<file path="config.mk">
export PLATFORM = sky130hd
export DESIGN_NAME = compare_cascade_seq
export DESIGN_NICKNAME = d
export VERILOG_FILES = /design/src/rtl/compare_cascade_seq.sv
export SDC_FILE = /design/constraint.sdc
export NUM_CORES = 1
export LEC_CHECK = 0
export CAP_MARGIN = 25
export CELL_PAD_IN_SITES_DETAIL_PLACEMENT = 1
export CELL_PAD_IN_SITES_GLOBAL_PLACEMENT = 2
export CORE_MARGIN = 1
export CORE_UTILIZATION = 31
export DETAILED_ROUTE_END_ITERATION = 8
export GPL_TIMING_DRIVEN = 0
export HOLD_SLACK_MARGIN = 0.02
export PLACE_DENSITY_LB_ADDON = 0.25
export RECOVER_POWER = 25
export SLEW_MARGIN = 20
export SYNTH_ARGS = -nofsm -noshare
export SYNTH_HDL_FRONTEND = slang
export SYNTH_SLANG_ARGS = --single-unit
</file>
<file path="constraint.sdc">
create_clock -name clk -period 3.9 [get_ports clk]
set_input_delay 1.17 -clock clk [delete_from_list [all_inputs] [get_ports clk]]
set_output_delay 1.17 -clock clk [all_outputs]
set_load 0.005 [all_outputs]
</file>
<file path="src/rtl/compare_cascade_seq.sv">
`default_nettype none
// ============================================================================
//  Module      : compare_cascade_seq
//  Description : Serialises two wide operands one nibble per cycle (LSB first)
//                through a single external 4-bit magnitude comparator. The
//                comparator's greater/less/equal outputs are fed back on its
//                cascade inputs, and the final relation is returned through
//                a valid/ready handshake.
//  Revision    : 1.0  initial release
// ============================================================================
module compare_cascade_seq #(
    parameter int NIBBLES = 4
) (
    input  logic                   clk,
    input  logic                   rst_n,
    input  logic                   start_valid_i,
    output logic                   start_ready_o,
    input  logic [4*NIBBLES-1:0]   op_a_i,
    input  logic [4*NIBBLES-1:0]   op_b_i,
    output logic [3:0]             cmp_a_o,
    output logic [3:0]             cmp_b_o,
    output logic                   cmp_igb_o,
    output logic                   cmp_ilb_o,
    output logic                   cmp_ieb_o,
    input  logic                   cmp_fgb_i,
    input  logic                   cmp_flb_i,
    input  logic                   cmp_feb_i,
    output logic                   res_valid_o,
    input  logic                   res_ready_i,
    output logic                   res_gt_o,
    output logic                   res_lt_o,
    output logic                   res_eq_o,
    output logic                   res_err_o,
    output logic                   busy_o
);

    localparam int c_W     = 4 * NIBBLES;
    localparam int c_IDX_W = (NIBBLES > 1) ? $clog2(NIBBLES) : 1;
    localparam logic [c_IDX_W-1:0] c_LAST_IDX = c_IDX_W'(NIBBLES - 1);
    localparam logic [c_IDX_W-1:0] c_IDX_ONE  = c_IDX_W'(1);
    localparam logic [2:0]         c_CAS_SEED = 3'b001;

    typedef enum logic [1:0] {
        S_IDLE = 2'd0,
        S_RUN  = 2'd1,
        S_DONE = 2'd2
    } state_t;

    state_t               state_q;
    logic [c_IDX_W-1:0]   idx_q;
    logic [c_W-1:0]       a_q;
    logic [c_W-1:0]       b_q;
    logic [2:0]           cas_q;        // {gb,lb,eb} presented to the comparator
    logic [3:0]           cmp_a_q;
    logic [3:0]           cmp_b_q;
    logic [2:0]           res_q;        // {gt,lt,eq}
    logic                 res_err_q;
    logic                 res_valid_q;
    logic                 start_ready_q;
    logic                 busy_q;

    // Operands are shifted down one nibble per RUN cycle so the next nibble
    // always sits in bits [3:0]; this avoids a variable-index part select.
    logic [c_W-1:0]       a_shift_d;
    logic [c_W-1:0]       b_shift_d;
    logic [2:0]           cmp_f_d;
    logic                 onehot_d;

    // Next-nibble operands and the comparator result as seen this cycle.
    always_comb begin
        a_shift_d = a_q >> 4;
        b_shift_d = b_q >> 4;
        cmp_f_d   = {cmp_fgb_i, cmp_flb_i, cmp_feb_i};
        onehot_d  = (cmp_f_d == 3'b100) || (cmp_f_d == 3'b010) || (cmp_f_d == 3'b001);
    end

    // Controller FSM with all outputs registered.
    always_ff @(posedge clk) begin
        if (!rst_n) begin
            state_q       <= S_IDLE;
            idx_q         <= '0;
            a_q           <= '0;
            b_q           <= '0;
            cas_q         <= c_CAS_SEED;
            cmp_a_q       <= 4'h0;
            cmp_b_q       <= 4'h0;
            res_q         <= 3'b000;
            res_err_q     <= 1'b0;
            res_valid_q   <= 1'b0;
            start_ready_q <= 1'b0;
            busy_q        <= 1'b0;
        end else begin
            case (state_q)
                S_IDLE: begin
                    start_ready_q <= 1'b1;
                    if (start_valid_i && start_ready_q) begin
                        a_q           <= op_a_i;
                        b_q           <= op_b_i;
                        idx_q         <= '0;
                        cas_q         <= c_CAS_SEED;
                        cmp_a_q       <= op_a_i[3:0];
                        cmp_b_q       <= op_b_i[3:0];
                        start_ready_q <= 1'b0;
                        busy_q        <= 1'b1;
                        state_q       <= S_RUN;
                    end
                end
                S_RUN: begin
                    if (idx_q == c_LAST_IDX) begin
                        // Final nibble: the comparator output is the answer.
                        // The cascade register returns to its idle seed so the
                        // comparator inputs read {0,0,1} outside RUN.
                        res_q       <= cmp_f_d;
                        res_err_q   <= !onehot_d;
                        res_valid_q <= 1'b1;
                        cas_q       <= c_CAS_SEED;
                        cmp_a_q     <= 4'h0;
                        cmp_b_q     <= 4'h0;
                        state_q     <= S_DONE;
                    end else begin
                        cas_q   <= cmp_f_d;
                        a_q     <= a_shift_d;
                        b_q     <= b_shift_d;
                        cmp_a_q <= a_shift_d[3:0];
                        cmp_b_q <= b_shift_d[3:0];
                        idx_q   <= idx_q + c_IDX_ONE;
                    end
                end
                S_DONE: begin
                    if (res_ready_i) begin
                        res_valid_q   <= 1'b0;
                        res_q         <= 3'b000;
                        res_err_q     <= 1'b0;
                        idx_q         <= '0;
                        busy_q        <= 1'b0;
                        start_ready_q <= 1'b1;
                        state_q       <= S_IDLE;
                    end
                end
                default: begin
                    state_q <= S_IDLE;
                end
            endcase
        end
    end

    assign start_ready_o = start_ready_q;
    assign busy_o        = busy_q;
    assign cmp_a_o       = cmp_a_q;
    assign cmp_b_o       = cmp_b_q;
    assign cmp_igb_o     = cas_q[2];
    assign cmp_ilb_o     = cas_q[1];
    assign cmp_ieb_o     = cas_q[0];
    assign res_valid_o   = res_valid_q;
    assign res_gt_o      = res_q[2];
    assign res_lt_o      = res_q[1];
    assign res_eq_o      = res_q[0];
    assign res_err_o     = res_err_q;

endmodule
`default_nettype wire

</file>
==> results.md <==
* CP Capture Type: primary output
* Total gr overflow at 0
* Gpl congestion at 0.760
* Die X at 84.5 um
* IO Pins at 57
* Worst Path Required at 2.73 ns
* Cell Pwr Density at 379 nW/um^2
* Cell with the most instances after synthesis: dfxtp_1
* Post-synthesis cell count at 225
* First-pass GRT wire length at 10,100 um
* Port buffer count at 56
* Ys Warns at 0
* Failing checks: DRC
* Finished Core Util at 44.3%
* Top post-synthesis cells by count: dfxtp_1, a21oi_1, nand2_1
* Fraction of registers with async set/reset at 0%
* Post-CTS Setup Bufs at 0
* Critical path class: flip-flop to primary output
* Sink Count at 46
* Largest net degree at the start of global routing at 15
* Worst-path cell chain: clkdlybuf4s50_1
* Synth area leaders: dfxtp_1, mux2i_1, a21oi_1
* Crit path depth at 1
* Core Area at 6460 sq um
* Routed wire length at 5940 um
* P_sw at 306 uW
* Top FF cell, synth: dfxtp_1
* Largest fanout on the critical path at 6
* Post-route minimum period at 2.46 ns
* Via Count at 1,859
* Sequential element share of the synthesized area at 43.6%
* Post-synth EDFFs at 0
* Synth top area share at 43.6%
* CP arrival at 1.29 ns
* Routed Antenna Nets at 0
* Mapped Area at 2110 sq um
* VDD IR max at 0.158 mV
* CP bufs+invs at 1
* Hold Path Depth at 2
* Layout cells sized above 1 at 13.1%
* Total GRT Usage at 17.8%
* DRC Markers at 12
* DR vias/cell at 5.08
* Slowest stage delay, CP at 0.54 ns
* Cell variety after synth at 36
* Pint at 779 uW
* Gate power share at 22.0%
* RSZ-0062 raised after global routing: false
* Reg power frac at 49.1%
* Cell Area, Placed at 2770 sq um
* Hold-fix buffers, CTS at 0
* Initial antenna violation count at 0
* Fmax at 406 MHz
* Area grow syn2layout at 35.6%
* Worst Max-Slew Pin Slew at 0.708 ns
* Worst hold-check path type: flip-flop to flip-flop
* Post-layout power at 1.08 mW
* Vias in the first global route at 1,948
* Die area at 7140 sq um
* Post-cts sizing count at 0
* Layout Nets at 329
* Final Hold Violating Endpoints at 0
* Syn_area_per_cell at 9.38 sq um
* Design area at 2860 sq um
* H-tree levels at 2
* Wirelength per Cell at 16.2 um
* Initial DRC count at 80
* Root Buffer: clkbuf_8
* Clk slew on worst S/H paths at 0.09 ns
* Row count at 29
* Final TNS setup at 0 ns
* Pre-Repair DR Iteration Count at 6
* Clk buf depth at 2
* Final Setup Violations at 0
* Final Max Tran Viols at 0
* Worst path top cell family by delay: buffers and inverters
* Syn nets at 266
* Leak pwr at 1.10 nW
* Post-DP HPWL at 4370 um
* Worst r2r path cells at 4
* Largest area contributor in the netlist: dfxtp_1
* TritonCTS buffer count at 5
* Rel. slew slack at 52.8%
* CTS tree: yes
* Synth Register Bits at 46
* Power share of the clock group at 29.0%
* Clk_lat worst skew at 0.30 ns
* CP startpoint kind: flip-flop
* Slowest stage cell on the critical path: clkdlybuf4s50_1
* Period Utilization, post-route at 63.2%
* Max-cap violations at 0
* Switching part of the total at 28.2%
* Fin Clk Skew at 0.00685 ns
* Initial Util at 32.7%
* Ant. Diodes at 0
* Die Y at 84.5 um
* Status: finished with violations
## metrics by stage
step / hold WS [ns] / cells / worst slack (ns)
6_report: 0.469 / 366 / 1.44
5_1_grt: 0.496 / 366 / 1.32
4_1_cts: 0.473 / 366 / 1.42
3_5_place_dp: 0.462 / 358 / 1.18
3_3_place_gp: 0.450 / 358 / 1.22
2_1_floorplan: 0.443 / 225 / 1.83
## worst min-delay path: cells and delay by family, from the launching register on
kind | cells | cell delay (ns)
and+or+nand+nor | 1 | 0.06
AOI/OAI and AO/OA | 1 | 0.05
DFF | 1 | 0.32
## logic make-up (layout without fill, tap and decap cells)
family	after synthesis	in the layout	synth area share [%]
AO/OA/AOI/OAI	60	60	19.9
XOR/XNOR	1	1	0.415
adder cells (fa/ha/maj)	2	2	1.19
buffers and inverters	21	85	5.81
flip-flops	46	46	43.6
multiplexers	16	16	7.59
AND/OR/NAND/NOR	79	79	21.5
## per-layer routing
metal  part of all wire (%)  GRT usage, %  up-vias  wire (um)
li1                       -             -      951          -
met1                     49          24.3      856       2910
met2                     46          29.0       46       2710
met3                    4.2          3.15        6        252
met4                    1.2          5.08        0         69
met5                      0             0        -          0
## flip-flops by register name (all words and copies together), names as in the netlist
signal,cells
a_q,12
b_q,12
busy_o,1
cas_q,3
cmp_a_o,4
cmp_b_o,4
idx_q,2
res_err_o,1
res_q,3
res_valid_o,1
start_ready_o,1
state_q,2
## placed cells by master (no fill, tap or decap), types with 2 or more instances in the layout
master	instances
buf_6	4
clkdlybuf4s50_1	51
nand3b_1	2
nor2_1	5
or3b_1	4
or3b_2	6
dfxtp_1	46
nand3_1	12
dlygate4sd3_1	5
a21oi_1	30
nand2_1	22
a211oi_2	8
mux2i_1	16
a211oi_1	8
nand4_1	2
clkbuf_8	6
buf_4	2
o21ai_0	3
nor3_1	17
a311oi_1	8
buf_2	5
clkbuf_1	7
ha_1	2
## power by group through the flow
stage               Clock, mW  Sequential, mW  Combinational (mW)
floorplan                   0           0.538               0.139
global placement            0           0.542               0.236
detailed placement          0           0.544               0.240
CTS                     0.321           0.533               0.242
global route            0.340           0.538               0.263
finish                  0.314           0.532               0.238
## layout make-up
cell class	instances	area, sq um
plain buffers	18	111
repair buffers	56	561
well taps	77	96.3
clock buffers	6	82.6
fillers	761	3600
inverters	3	11.3
clock inverters	2	12.5
flip-flops and latches	46	921
multi-input cells	158	1070
## final timing paths
kind	slack [ns]	startpoint	to
max	1.44	start_ready_o	start_ready_o
min	0.47	b_q[12]	b_q[12]
max reg2reg	2.22	idx_q[0]	cmp_b_o[1]
min reg2reg	0.47	b_q[12]	b_q[12]
(Power assumes the default switching activity.)
